`src/rtl/spi_master_cs8_if.sv`:
```
// Bundle between the control logic, the SPI master and the slave bank.
// The master modport is the SPI master's view; slave is the other side.
interface spi_master_cs8_if #(
  parameter int NUM_SLAVES = 8,
  parameter int SEL_W      = 3
);
  logic                  start;
  logic [SEL_W-1:0]      slave_sel;
  logic [7:0]            tx_data;
  logic                  busy;
  logic                  done;
  logic [7:0]            rx_data;
  logic                  sclk;
  logic                  mosi;
  logic [NUM_SLAVES-1:0] cs_n;
  logic                  miso;

  modport master (
    input  start, slave_sel, tx_data, miso,
    output busy, done, rx_data, sclk, mosi, cs_n
  );

  modport slave (
    output start, slave_sel, tx_data, miso,
    input  busy, done, rx_data, sclk, mosi, cs_n
  );
endinterface

```
`src/rtl/spi_master_cs8.sv`:
```
// SPI mode-0 master, 8-bit full duplex, one active-low select per slave.
// All outputs come straight from registers.
module spi_master_cs8 #(
  parameter int CLK_DIV    = 4,
  parameter int NUM_SLAVES = 8,
  parameter int SEL_W      = 3
) (
  input  logic clk,
  input  logic rst,
  spi_master_cs8_if.master bus
);
  localparam int CW = (CLK_DIV > 1) ? $clog2(CLK_DIV) : 1;

  typedef enum logic [1:0] {
    IDLE,
    SETUP,
    XFER,
    HOLD
  } state_t;

  state_t                state_q;
  logic [CW-1:0]         cnt_q;
  logic [2:0]            bits_q;
  logic [7:0]            tx_q;
  logic [7:0]            rx_sh_q;
  logic [7:0]            rx_q;
  logic                  busy_q;
  logic                  done_q;
  logic                  sclk_q;
  logic                  mosi_q;
  logic [NUM_SLAVES-1:0] cs_n_q;
  logic [NUM_SLAVES-1:0] cs_n_d;
  logic                  cnt_last;

  assign cnt_last = (cnt_q == CW'(CLK_DIV - 1));

  // One-hot-low select for the requested slave; out-of-range selects none.
  always_comb begin
    cs_n_d = '1;
    for (int i = 0; i < NUM_SLAVES; i++) begin
      if (bus.slave_sel == SEL_W'(i)) cs_n_d[i] = 1'b0;
    end
  end

  // Transfer sequencer: setup, 16 sclk half-periods, hold, then done.
  always_ff @(posedge clk or posedge rst) begin
    if (rst) begin
      state_q <= IDLE;
      cnt_q   <= '0;
      bits_q  <= '0;
      tx_q    <= '0;
      rx_sh_q <= '0;
      rx_q    <= '0;
      busy_q  <= 1'b0;
      done_q  <= 1'b0;
      sclk_q  <= 1'b0;
      mosi_q  <= 1'b0;
      cs_n_q  <= '1;
    end else begin
      done_q <= 1'b0;
      unique case (state_q)
        IDLE: begin
          if (bus.start) begin
            tx_q    <= bus.tx_data;
            mosi_q  <= bus.tx_data[7];
            cs_n_q  <= cs_n_d;
            rx_sh_q <= '0;
            busy_q  <= 1'b1;
            cnt_q   <= '0;
            bits_q  <= '0;
            state_q <= SETUP;
          end
        end
        SETUP: begin
          if (cnt_last) begin
            cnt_q   <= '0;
            sclk_q  <= 1'b1;
            rx_sh_q <= {rx_sh_q[6:0], bus.miso};
            state_q <= XFER;
          end else begin
            cnt_q <= cnt_q + CW'(1);
          end
        end
        XFER: begin
          if (cnt_last) begin
            cnt_q  <= '0;
            sclk_q <= ~sclk_q;
            if (sclk_q) begin
              if (bits_q == 3'd7) begin
                state_q <= HOLD;
              end else begin
                bits_q <= bits_q + 3'd1;
                tx_q   <= {tx_q[6:0], 1'b0};
                mosi_q <= tx_q[6];
              end
            end else begin
              rx_sh_q <= {rx_sh_q[6:0], bus.miso};
            end
          end else begin
            cnt_q <= cnt_q + CW'(1);
          end
        end
        HOLD: begin
          if (cnt_last) begin
            cnt_q   <= '0;
            cs_n_q  <= '1;
            mosi_q  <= 1'b0;
            rx_q    <= rx_sh_q;
            done_q  <= 1'b1;
            busy_q  <= 1'b0;
            state_q <= IDLE;
          end else begin
            cnt_q <= cnt_q + CW'(1);
          end
        end
        default: state_q <= IDLE;
      endcase
    end
  end

  assign bus.busy    = busy_q;
  assign bus.done    = done_q;
  assign bus.rx_data = rx_q;
  assign bus.sclk    = sclk_q;
  assign bus.mosi    = mosi_q;
  assign bus.cs_n    = cs_n_q;
endmodule

```
`src/flat_wrapper.sv`:
```
// flat-port wrapper written by rule: the top's interface ports become plain ports
module spi_master_cs8_flat 
#(
  parameter int CLK_DIV    = 4,
  parameter int NUM_SLAVES = 8,
  parameter int SEL_W      = 3
)
  (clk, rst, bus_start, bus_slave_sel, bus_tx_data, bus_miso, bus_busy, bus_done, bus_rx_data, bus_sclk, bus_mosi, bus_cs_n);
  spi_master_cs8_if #(.NUM_SLAVES(NUM_SLAVES), .SEL_W(SEL_W)) bus_i ();
  input  logic clk;
  input  logic rst;
  input wire logic [$bits(bus_i.start)-1:0] bus_start;
  input wire logic [$bits(bus_i.slave_sel)-1:0] bus_slave_sel;
  input wire logic [$bits(bus_i.tx_data)-1:0] bus_tx_data;
  input wire logic [$bits(bus_i.miso)-1:0] bus_miso;
  output wire logic [$bits(bus_i.busy)-1:0] bus_busy;
  output wire logic [$bits(bus_i.done)-1:0] bus_done;
  output wire logic [$bits(bus_i.rx_data)-1:0] bus_rx_data;
  output wire logic [$bits(bus_i.sclk)-1:0] bus_sclk;
  output wire logic [$bits(bus_i.mosi)-1:0] bus_mosi;
  output wire logic [$bits(bus_i.cs_n)-1:0] bus_cs_n;
  assign bus_i.start = bus_start;
  assign bus_i.slave_sel = bus_slave_sel;
  assign bus_i.tx_data = bus_tx_data;
  assign bus_i.miso = bus_miso;
  assign bus_busy = bus_i.busy;
  assign bus_done = bus_i.done;
  assign bus_rx_data = bus_i.rx_data;
  assign bus_sclk = bus_i.sclk;
  assign bus_mosi = bus_i.mosi;
  assign bus_cs_n = bus_i.cs_n;
  spi_master_cs8 #(.CLK_DIV(CLK_DIV), .NUM_SLAVES(NUM_SLAVES), .SEL_W(SEL_W)) u_core (.clk(clk), .rst(rst), .bus(bus_i));
endmodule
```
`config.mk`:
```
export PLATFORM = sky130hd
export DESIGN_NAME = spi_master_cs8_flat
export DESIGN_NICKNAME = d
export VERILOG_FILES = /design/src/rtl/spi_master_cs8_if.sv /design/src/rtl/spi_master_cs8.sv /design/src/flat_wrapper.sv
export SDC_FILE = /design/constraint.sdc
export NUM_CORES = 1
export LEC_CHECK = 0
export ABC_AREA = 0
export CAP_MARGIN = 20
export CORE_AREA = 2 2 69 84
export CTS_CLUSTER_SIZE = 12
export DETAILED_ROUTE_END_ITERATION = 7
export DIE_AREA = 0 0 71 86
export GPL_ROUTABILITY_DRIVEN = 0
export SYNTH_ARGS = -nofsm -noshare
export SYNTH_HDL_FRONTEND = slang
export SYNTH_SLANG_ARGS = --single-unit
export TNS_END_PERCENT = 20
```
`constraint.sdc`:
```
create_clock -name clk -period 4.1 [get_ports clk]
set_input_delay 0.615 -clock clk [delete_from_list [all_inputs] [get_ports clk]]
set_output_delay 0.615 -clock clk [all_outputs]
set_load 0.05 [all_outputs]
```
-- After elaboration in Yosys (flattened, before gate mapping)
Cells that the tools add are included.
- register bits after elaboration: 42
- input port bits: 15
- output and inout bits: 20
- logic and storage cells: 98
- $add $sub $neg: 2
- eq/ne operators: 20
- mux-type cells: 49
- bitwise logic cells: 1
- reduce and logical (&&, ||, !) cells: 15
- operators by type and width (kind ; count):
    2-to-1 mux 8 bit ; 6
    2-to-1 mux 7 bit ; 4
    case mux 8 bit (3 select lines) ; 1
    2-to-1 mux 1 bit ; 18
    2-to-1 mux 2 bit ; 8
    case mux 8 bit (2 select lines) ; 1
    == test 3 bit (second input constant) ; 5
    case mux 7 bit (2 select lines) ; 1
    2-to-1 mux 3 bit ; 4
    AND reduction 6 bit ; 2
    != test 2 x 1 -> 1 bit (second input constant) ; 5
    AND reduction 5 bit ; 2
    case mux 2 bit (4 select lines) ; 1
    == test 2 bit (second input constant) ; 3
    == test 3 x 2 -> 1 bit (second input constant) ; 2
    != test 2 bit (second input constant) ; 3
    case mux 3 bit (2 select lines) ; 1
    AND reduction 3 bit ; 2
    nonzero test 2 bit ; 3
    nonzero test 3 bit ; 2
    case mux 1 bit (2 select lines) ; 2
    case mux 2 bit (2 select lines) ; 1
    adder 3 x 1 -> 3 bit (second input constant) ; 1
    == test 3 x 1 -> 1 bit (second input constant) ; 1
    other kinds (8) ; 8

-- Depth between registers and ports, before layout
- depth in word-level cells: 5
- gate-level depth with buffers: 7
- mapped depth without buffers: 5

-- Least setup slack after synthesis
OpenSTA, ideal clock, no wires.
- path type: register to register
- from: reg u_core.state_q[0]
- to: reg u_core.tx_q[3]
- setup time: 125 ps
- arrival time: 1822 ps
- required time: 3975 ps
- slack: 2153 ps
- stages on the path, launching flop included: 7
- path buffers: 2
- clock period less this slack: 1947 ps
- path through: dfrtp_1 -> inv_1 -> ha_1 -> clkbuf_1 -> clkbuf_1 -> mux2_2 -> mux2_2
- cells in the longest elaborated chain, start to end: 3
- elaborated cells on any way between the ends: 9
- classes of those cells: eq/ne (5); mux (1); reduce/logical (3)
- ends and longest elaborated chain (what ; line ; RTL):
    start, declared ; spi_master_cs8.sv:21 ; state_t state_q;
    start signal, assigned ; spi_master_cs8.sv:48 ; state_q <= IDLE;
    start signal, assigned ; spi_master_cs8.sv:71 ; state_q <= SETUP;
    start signal, assigned ; spi_master_cs8.sv:79 ; state_q <= XFER;
    == test 2 bit / logical NOT 2 bit (equally long branches) ; spi_master_cs8.sv:61 ; unique case (state_q)
    != test 2 x 1 -> 1 bit (no line) (tied with other cells) ; - ;
    AND reduction 5 bit (no line) ; - ;
    end signal, assigned ; spi_master_cs8.sv:64 ; tx_q <= bus.tx_data;
    end signal, assigned ; spi_master_cs8.sv:93 ; tx_q <= {tx_q[6:0], 1'b0};
    end, declared ; spi_master_cs8.sv:24 ; logic [7:0] tx_q;
Several ways; a longest one is shown, not always the timed one.
A chain may end at the register's enable or synchronous reset.

-- Final worst setup path
- from: reg u_core.cs_n_q[2] (netlist: u_core.bus.cs_n[2])
- to: out bus_cs_n[2]
- RTL lines (what ; line ; RTL):
    start, declared ; spi_master_cs8.sv:31 ; logic [NUM_SLAVES-1:0] cs_n_q;
    start signal, assigned ; spi_master_cs8.sv:66 ; cs_n_q <= cs_n_d;
    end, declared ; flat_wrapper.sv:21 ; output wire logic [$bits(bus_i.cs_n)-1:0] bus_cs_n;
No word-level cell between the ends.

==> impl_metrics.ini <==
[floorplan]
die_area_um2 = 6110
io_pins = 35
start_util_pct = 38.6
coreArea_um2 = 5260
chipHeight_um = 86
fp-row-count = 29
die_x_um = 71

[synth]
synth_top_family_by_area = multiplexers
synth_top_area_share_pct = 41.9
synthAdderAreaFrac_pct = 6.16
synthCells = 176
synth_cell_types = 32
synthSimpleGateAreaFrac_pct = 9.12
yosys_warnings = 0
synthMuxAreaShare_pct = 14.8
synth_area_um2 = 2030
synth_seq_area_share_pct = 52.2
yosysTopAreaCell = dfrtp_1
synth-seq-cells = 42
netlist_top_cells_area = dfrtp_1 (42%), dfstp_2 (10%), mux2_2 (8.3%), ha_1 (6.2%), mux2i_1 (5.9%)
avgSynthCellArea_um2 = 11.5
syn_nets = 201
synth_compound_area_share_pct = 12.1
synth_xor_area_share_pct = 0

[cells_and_area]
post-route-util_pct = 48.0
diodes = 0
area_growth_pct = 24.5
finalNetCount = 234
layout-drive-gt1-share_pct = 17.6

[drt]
drtPass1Iterations = 4
drt_iter0_drc = 52
post_drt_wl_per_cell_um = 13.9
viasPerCell = 5.09
antenna_left = 0
routed_wirelength_um = 3770
drc = 0
vias = 1385

[worst_setup_path]
cp_max_fo = 2
path_class = reg -> out
startpoint_type = flop
cpPeakStageDelay_ps = 800
crit_family = buffers and inverters
worstPathBufferInverterCount = 1
cp.arrival_ps = 1640
reg2reg_from = u_core.state_q[1]$_DFFE_PP0P_
reg2reg_slack_ps = 1960
timing.rr.end = u_core.bus.cs_n[0]$_DFFE_PP1P_
path_cells = clkdlybuf4s50_1
slowest_stage = clkdlybuf4s50_1
reg2regPathDepth = 4
worstSetupEndpointType = output port
required_ps = 3480
crit_path_start = u_core.bus.cs_n[2]$_DFFE_PP1P_

[global_routing]
grt_usage_pct = 13.7
grt_max_degree = 43
grt_pass1_wl_um = 6660
overflow = 0
antenna_found_initial = 0
grt_pass1_vias = 1529

[timing]
tightest_slew_ps = 610
period_share_pct = 54.9
skew_ps = 10.1
final.min_clock_period_ps = 2250
fmax_mhz = 444
drv_slew = 0
rsz0062_at_grt = false
hold_viol_final = 0
slew_headroom_pct = 59.3
finalSetupViolCount = 0
fin_tns_setup_ps = 0

[clock_network]
cts_buffers = 5
path_clk_slew_ps = 80
cts.sinks = 42
cts_tree = done
ctsResizeCount = 0
clk_latency_ps = 300
cts_setup_buffers = 0
h-tree-depth = 2
postCtsHoldBufs = 0
cts_buffer_depth = 2
root_buffer = clkbuf_8

[pwr]
p_leak_nw = 1.10
power_density_nw_per_um2 = 873
ir_drop_v = 0.000359
power_mw = 2.21

[worst_hold_path]
holdCritStartpoint = u_core.bus.rx_data[3]$_DFFE_PP0P_
hold_depth = 2
min_to = u_core.bus.rx_data[3]$_DFFE_PP0P_
min_path_type = reg -> reg

[run_status]
status = completed

[placed_design]
post-dp-hpwl_um = 2750
io_buffers = 34

[flow_run]
cap_violations = 0
==> Yosys cell counts, drive strengths merged <==
library cell	n
nand3b	3
nand2b	2
mux2	16
clkbuf	4
nand4b	1
o21ba	2
o31ai	2
buf	5
o211ai	1
a21oi	2
nor2	2
dfstp	8
inv	19
o21ai	11
a2111oi	2
ha	10
o21bai	1
a211oi	1
nand2	24
mux2i	12
o32a	6
nand4bb	1
o22a	2
nor2b	4
a22o	1
dfrtp	34
==> cells by family after synthesis <==
family                     count (synthesis)
muxes                                     28
DFF                                       42
AOI/OAI and AO/OA                         31
buffers and inverters                     28
and+or+nand+nor                           37
adders and majority gates                 10
==> power by group <==
| part | internal, mW | leakage, nW | switching, mW | total, mW |
|---|---|---|---|---|
| registers | 0.601 | 0.511 | 0.103 | 0.704 |
| logic | 0.488 | 0.542 | 0.689 | 1.18 |
| clock network | 0.181 | 0.0504 | 0.144 | 0.325 |
| total | 1.27 | 1.10 | 0.936 | 2.21 |
==> final cells by class <==
cell class | instances | area, um^2
timing repair buffer | 35 | 348
sequential | 42 | 1060
clock inverter | 3 | 45.0
multi-input combinational | 106 | 856
inverter | 19 | 71.3
clock buffer | 5 | 68.8
fill | 474 | 2730
tap | 62 | 77.6
==> per-layer routing <==
metal,vias up,part of all wire (%),track usage [%]
li1,666,-,-
met1,690,41,14.7
met2,20,54,25.1
met3,9,3.0,2.94
met4,0,2.5,7.20
met5,-,0,0
==> per-stage QoR <==
stage                     area, um^2  setup WS [ps]  hold slack, ps  instances
final                           2530           1850             486        272
after detailed placement        2410           1620             474        264
after CTS                       2530           1830             494        272
after global routing            2530           1700             521        272
after global placement          2410           1760             473        264
after floorplan                 2030           2150             461        176
==> cell usage in the layout (no fill, tap or decap), drive strengths merged, types with 3 or more instances in the layout <==
master	Yosys	layout
clkbuf	4	5
clkdlybuf4s50	0	34
dfrtp	34	34
dfstp	8	8
ha	10	10
inv	19	19
mux2	16	16
mux2i	12	12
nand2	24	24
nand3b	3	3
nor2b	4	4
o21ai	11	11
o32a	6	6
==> state kept, by name, indices dropped and copies added (netlist names) <==
signal              flops
u_core.bus.sclk         1
u_core.cnt_q            2
u_core.bus.busy         1
u_core.bus.done         1
u_core.tx_q             7
u_core.bus.rx_data      8
u_core.bus.cs_n         8
u_core.state_q          2
u_core.bits_q           3
u_core.rx_sh_q          8
u_core.bus.mosi         1
==> worst max path at each step <==
stage	endpoint	slack, ps	cells past startpoint
final	bus_cs_n[2]	1850	1
after global routing	u_core.bus.cs_n[4]$_DFFE_PP1P_	1700	4
after CTS	bus_cs_n[2]	1830	1
after detailed placement	u_core.tx_q[3]$_DFFE_PP0P_	1620	4
after global placement	u_core.tx_q[3]$_DFFE_PP0P_	1760	4
after floorplan	u_core.tx_q[3]$_DFFE_PP0P_	2150	6
Note: power is estimated with default switching activity, not from simulation.
==> RTL edit 1, RTL diff (same settings) <==
`NUM_SLAVES` is set to 8 in 3 places; all go to 12.
--- a/src/rtl/spi_master_cs8_if.sv
+++ b/src/rtl/spi_master_cs8_if.sv
@@ -2,5 +2,5 @@
 // The master modport is the SPI master's view; slave is the other side.
 interface spi_master_cs8_if #(
-  parameter int NUM_SLAVES = 8,
+  parameter int NUM_SLAVES = 12,
   parameter int SEL_W      = 3
 );
--- a/src/rtl/spi_master_cs8.sv
+++ b/src/rtl/spi_master_cs8.sv
@@ -3,5 +3,5 @@
 module spi_master_cs8 #(
   parameter int CLK_DIV    = 4,
-  parameter int NUM_SLAVES = 8,
+  parameter int NUM_SLAVES = 12,
   parameter int SEL_W      = 3
 ) (
--- a/src/flat_wrapper.sv
+++ b/src/flat_wrapper.sv
@@ -3,5 +3,5 @@
 #(
   parameter int CLK_DIV    = 4,
-  parameter int NUM_SLAVES = 8,
+  parameter int NUM_SLAVES = 12,
   parameter int SEL_W      = 3
 )
Ports: changed (resized bus_cs_n); port bits go from 35 to 39. The function was not compared with the original's and may differ.
==> RTL edit 1 against the original RTL <==
Clock skew is 0.0071 ns lower; sequential cell count unchanged; fmax is essentially flat; cell area shrank 0.45%; register-to-register slack lost 0.06 ns; critical path type unchanged; area after synthesis down 0.31%; wire length is 4.5% lower; setup slack about the same.
Power is left out: it rests on default switching activity, and per cell area and clock period it moved more than threefold.
==> RTL edit 1: results (changes against the original RTL) <==
run_status: "finished clean"
synth_cell_types: 33  # +3.1%
antenna_found_initial: 0  # unchanged
cts_hold_buf: 0  # unchanged
cts_resized: 0  # unchanged
drive_gt1_share_pct: 17.1  # -0.57 points
critPathSlowestCell: "clkdlybuf4s50_1"
netlist_top_cells_count: "34 x dfrtp_1, 24 x nand2_1, 14 x o21ai_0"
synth_flop_cell: "dfrtp_1"
vias_per_cell: 4.99  # -2.1%
skew_ns: 0.00304  # -0.00709 ns
ys_warn_count: 0  # unchanged
grt_max_degree: 43  # unchanged
grt_pass1_wl_mm: 6.38  # -4.1%
track_usage_pct: 13.2  # -0.56 points
detail_route.iter0.violations: 47  # -9.6%
clock_path_buffers: 2  # unchanged
dpl_cell_area_sq_um: 2420  # +0.21%
crit_family: "buffers and inverters"
synth_fp_nets: 205  # +2.0%
wl_per_cell_microns: 12.9  # -6.9%
antenna_cells: 0  # unchanged
numCtsBuffers: 5  # unchanged
async_reset_ff_share_pct: 100  # unchanged
grt_pass1_vias: 1371  # -10%
synth_seq_area_share_pct: 52.4  # +0.16 points
cp_max_fo: 3  # +1
clock_latency_ns: 0.29
fillers: 498  # +5.1%
clk_pin_slew_ns: 0.08  # about the same
io_buffers: 38  # +12%
cts-htree-levels: 2  # unchanged
dp.cells: 270  # +2.3%
syn_avg_cell_area_sq_um: 11.2  # -2.5%
root_buffer: "clkbuf_8"
synth_area_leaders: "dfrtp_1 42%, dfstp_2 10%, ha_1 6.2%"
arrival_ns: 1.64  # about the same
hold_class: "reg2reg"
critPathMaxStageDelay_ns: 0.80  # about the same
drt_first_pass_iters: 4  # unchanged
post-cts-setup-buffers: 0  # unchanged
grt_overflow: 0  # unchanged
tightest_slew_ns: 0.669  # +0.0582 ns
routed_wl_mm: 3.60  # -4.5%
hpwl_mm: 2.49  # -9.4%
final_nets: 241  # +3.0%
RTL edit 1: cell types whose count changed in the layout (fill, tap and decap cells not counted), sizes merged, moves of 2 or more:
cell / unedited run / this run
a21oi: 2 / 8
inv: 19 / 13
mux2: 16 / 10
nor2: 2 / 12
o21ba: 2 / 0
clkinvlp: 2 / 0
clkdlybuf4s50: 34 / 38
o21ai: 11 / 15
nor2b: 4 / 2
mux2i: 12 / 7
clkinv: 0 / 2
nand3: 0 / 3
RTL edit 1: kinds of logic after synthesis:
| family | synth area share, % |
|---|---|
| buffers and inverters | 5.93 |
| adder cells (fa/ha/maj) | 6.18 |
| flip-flops | 52.4 |
| AO/OA/AOI/OAI | 14.9 |
| multiplexers | 9.02 |
| AND/OR/NAND/NOR | 11.6 |
RTL edit 1: cell type report:
type                    count  area share [%]
flip-flops and latches     42            42.2
multi-input cells         114            33.5
repair buffers             40            15.9
well taps                  62            3.08
clock buffers               6            2.88
inverters                  13            1.94
clock inverters             2           0.547
RTL edit 1: routing by layer:
metal / vias to the layer above / part of all wire (%) / track usage (%) / routed length [microns]
met4: 0 / 1.6 / 4.63 / 57
li1: 683 / - / - / -
met5: - / 0 / 0 / 0
met3: 6 / 5.0 / 3.88 / 179
met1: 667 / 44 / 16.7 / 1580
met2: 35 / 50 / 21.5 / 1790
RTL edit 1: worst paths after layout:
kind	startpoint	to	slack, ns	depth (start not counted)
setup reg to reg	u_core.state_q[0]	u_core.bits_q[2]	1.90	7
hold / removal	u_core.rx_sh_q[7]	u_core.rx_sh_q[7]	0.49	2
hold reg to reg	u_core.rx_sh_q[7]	u_core.rx_sh_q[7]	0.49	2
min in group asynchronous	rst	u_core.bus.busy	0.76	3
max in group asynchronous	rst	u_core.tx_q[5]	2.97	3
setup / recovery	u_core.bus.cs_n[10]	bus_cs_n[2]	1.85	1
RTL edit 1: per-stage QoR:
step | setup slack (ns) | utilization [%] | hold WS [ns]
after floorplan | 2.37 | - | 0.446
after global placement | 1.44 | 46.0 | 0.471
after detailed placement | 1.40 | 46.0 | 0.480
after CTS | 1.57 | 47.6 | 0.498
after global routing | 1.66 | 47.8 | 0.526
final | 1.85 | 47.8 | 0.487
==> RTL edit 2, RTL diff (same settings) <==
Made on the original files. Re-encode `state_t` (4 states) as one-hot, 4 bits wide.
--- a/src/rtl/spi_master_cs8.sv
+++ b/src/rtl/spi_master_cs8.sv
@@ -12,9 +12,9 @@
   localparam int CW = (CLK_DIV > 1) ? $clog2(CLK_DIV) : 1;
 
-  typedef enum logic [1:0] {
-    IDLE,
-    SETUP,
-    XFER,
-    HOLD
+  typedef enum logic [3:0] {
+    IDLE  = 4'b0001,
+    SETUP = 4'b0010,
+    XFER  = 4'b0100,
+    HOLD  = 4'b1000
   } state_t;
 
Behaviour: same outputs for any inputs over 10 cycles, from zero or initial values and one cycle with rst high; not proved beyond that.
==> RTL edit 2 against the original RTL <==
Area after synthesis rose by 6.2%; setup slack improved by 0.0055 ns; sequential cell count rose by 2; wire length rose by 7.5%; cell area rose by 4.4%; highest routed layer unchanged.
Power is not compared: it rests on default switching activity, and its combinational part moved more than twofold at a synthesized area within 25%.
==> RTL edit 2: results (changes against the original RTL) <==
synth_seq_area_share_pct: 51.6  # -0.68 points
netlist_top_cells_count: "36 x nand2_1, 35 x dfrtp_1, 19 x inv_1"
final_nets: 266  # +14%
async_reset_ff_share_pct: 100  # unchanged
ys_warn_count: 0  # unchanged
holdCritStartpoint: "u_core.bus.rx_data[1]"
clock_path_buffers: 2  # unchanged
io_buffers: 34  # unchanged
synth_area_leaders: "dfrtp_1 41%, dfstp_2 11%, nand2_1 6.3%"
synth_cell_types: 39  # +22%
slew_headroom_pct: 46.1  # -13 points
synth_xor_xnor_area_share_pct: 0.406  # +0.41 points
run_status: "finished clean"
ir_drop_mv: 0.210
reg2reg_slack_ns: 2.05  # +0.09 ns
grt_pass1_wl_mm: 7.02  # +5.4%
routed_wl_mm: 4.06  # +7.5%
post-cts-setup-buffers: 0  # unchanged
arrival_ns: 1.63
grt_pass1_vias: 1513  # -1.0%
antenna_cells: 0  # unchanged
min_delay_path_depth: 2  # unchanged
drive_gt1_share_pct: 11.2  # -6.4 points
reg2reg_from: "u_core.cnt_q[0]"
root_buffer: "clkbuf_8"
worst-r2r-cell-count: 5  # +1
cts_resized: 0  # unchanged
whs_endpoint: "u_core.bus.rx_data[1]"
numCtsBuffers: 5  # unchanged
muxShareOfSynthArea_pct: 5.63  # -9.2 points
detail_route.iter0.violations: 86  # +65%
syn_avg_cell_area_sq_um: 9.99  # -13%
num_vias: 1585  # +14%
synth_fp_nets: 234  # +16%
antenna_found_initial: 0  # unchanged
leakagePower_uw: 0.00110
cp_max_fo: 2  # unchanged
clock_latency_ns: 0.30  # about the same
skew_ns: 0.00639  # -0.00373 ns
synth_compound_gate_area_share_pct: 16.3  # +4.2 points
rr_endpoint: "u_core.bits_q[0]"
hpwl_mm: 2.81  # +2.0%
grt_max_degree: 45  # +4.7%
hold_violations: 0  # unchanged
drt_first_pass_iters: 4  # unchanged
stdcell_count: 311  # +14%
synthAdderAreaFrac_pct: 1.74  # -4.4 points
dpl_cell_area_sq_um: 2520  # +4.5%
clk_pin_slew_ns: 0.09
dp.cells: 303  # +15%
dp_slack_ns: 1.72  # +0.103 ns
whs_ns: 0.488  # +0.00181 ns
critPathSlowestCell: "clkdlybuf4s50_1"
track_usage_pct: 14.4  # +0.66 points
synth-edff-count: 0  # unchanged
RTL edit 2: logic make-up (layout without fill, tap and decap cells):
group	Yosys count	in the layout
multiplexers	12	12
XOR/XNOR	1	1
adder cells (fa/ha/maj)	3	3
AND/OR/NAND/NOR	81	81
flip-flops	44	44
buffers and inverters	29	62
AO/OA/AOI/OAI	46	46
RTL edit 2: power breakdown:
| group | switching, uW | internal [uW] |
|---|---|---|
| registers | 91.9 | 552 |
| logic | 344 | 240 |
| clock network | 154 | 184 |
| total | 590 | 976 |
RTL edit 2: routing by layer:
layer / GRT usage (%) / part of all wire [%] / vias to the layer above
met4: 6.00 / 1.9 / 0
met1: 19.1 / 49 / 750
met2: 22.8 / 47 / 25
met3: 3.17 / 2.7 / 5
li1: - / - / 805
met5: 0 / 0 / -
RTL edit 2: worst max-delay path by stage:
| stage | slack, ns | start | endpoint | cells past startpoint |
|---|---|---|---|---|
| floorplan | 2.33 | u_core.cnt_q[0] | u_core.bus.mosi | 6 |
| CTS | 1.84 | u_core.bus.cs_n[4] | bus_cs_n[4] | 1 |
| global placement | 1.77 | bus_start | u_core.bits_q[0] | 5 |
| finish | 1.85 | u_core.bus.cs_n[5] | bus_cs_n[5] | 1 |
| global route | 1.82 | u_core.bus.cs_n[7] | bus_cs_n[7] | 1 |
| detailed placement | 1.72 | bus_start | u_core.bits_q[0] | 5 |
RTL edit 2: area by class of cell:
type	instances	area [sq um]
clock inverter	3	46.3
fill	499	2620
tap	62	77.6
clock buffer	5	68.8
timing repair buffer	35	348
inverter	19	71.3
sequential	44	1110
multi-input combinational	143	913
RTL edit 2: tightest hold or removal path, stage by stage (launching register included):
cell,delay [ns]
dfrtp_1,0.35
nand2_1,0.05
o21ai_0,0.06
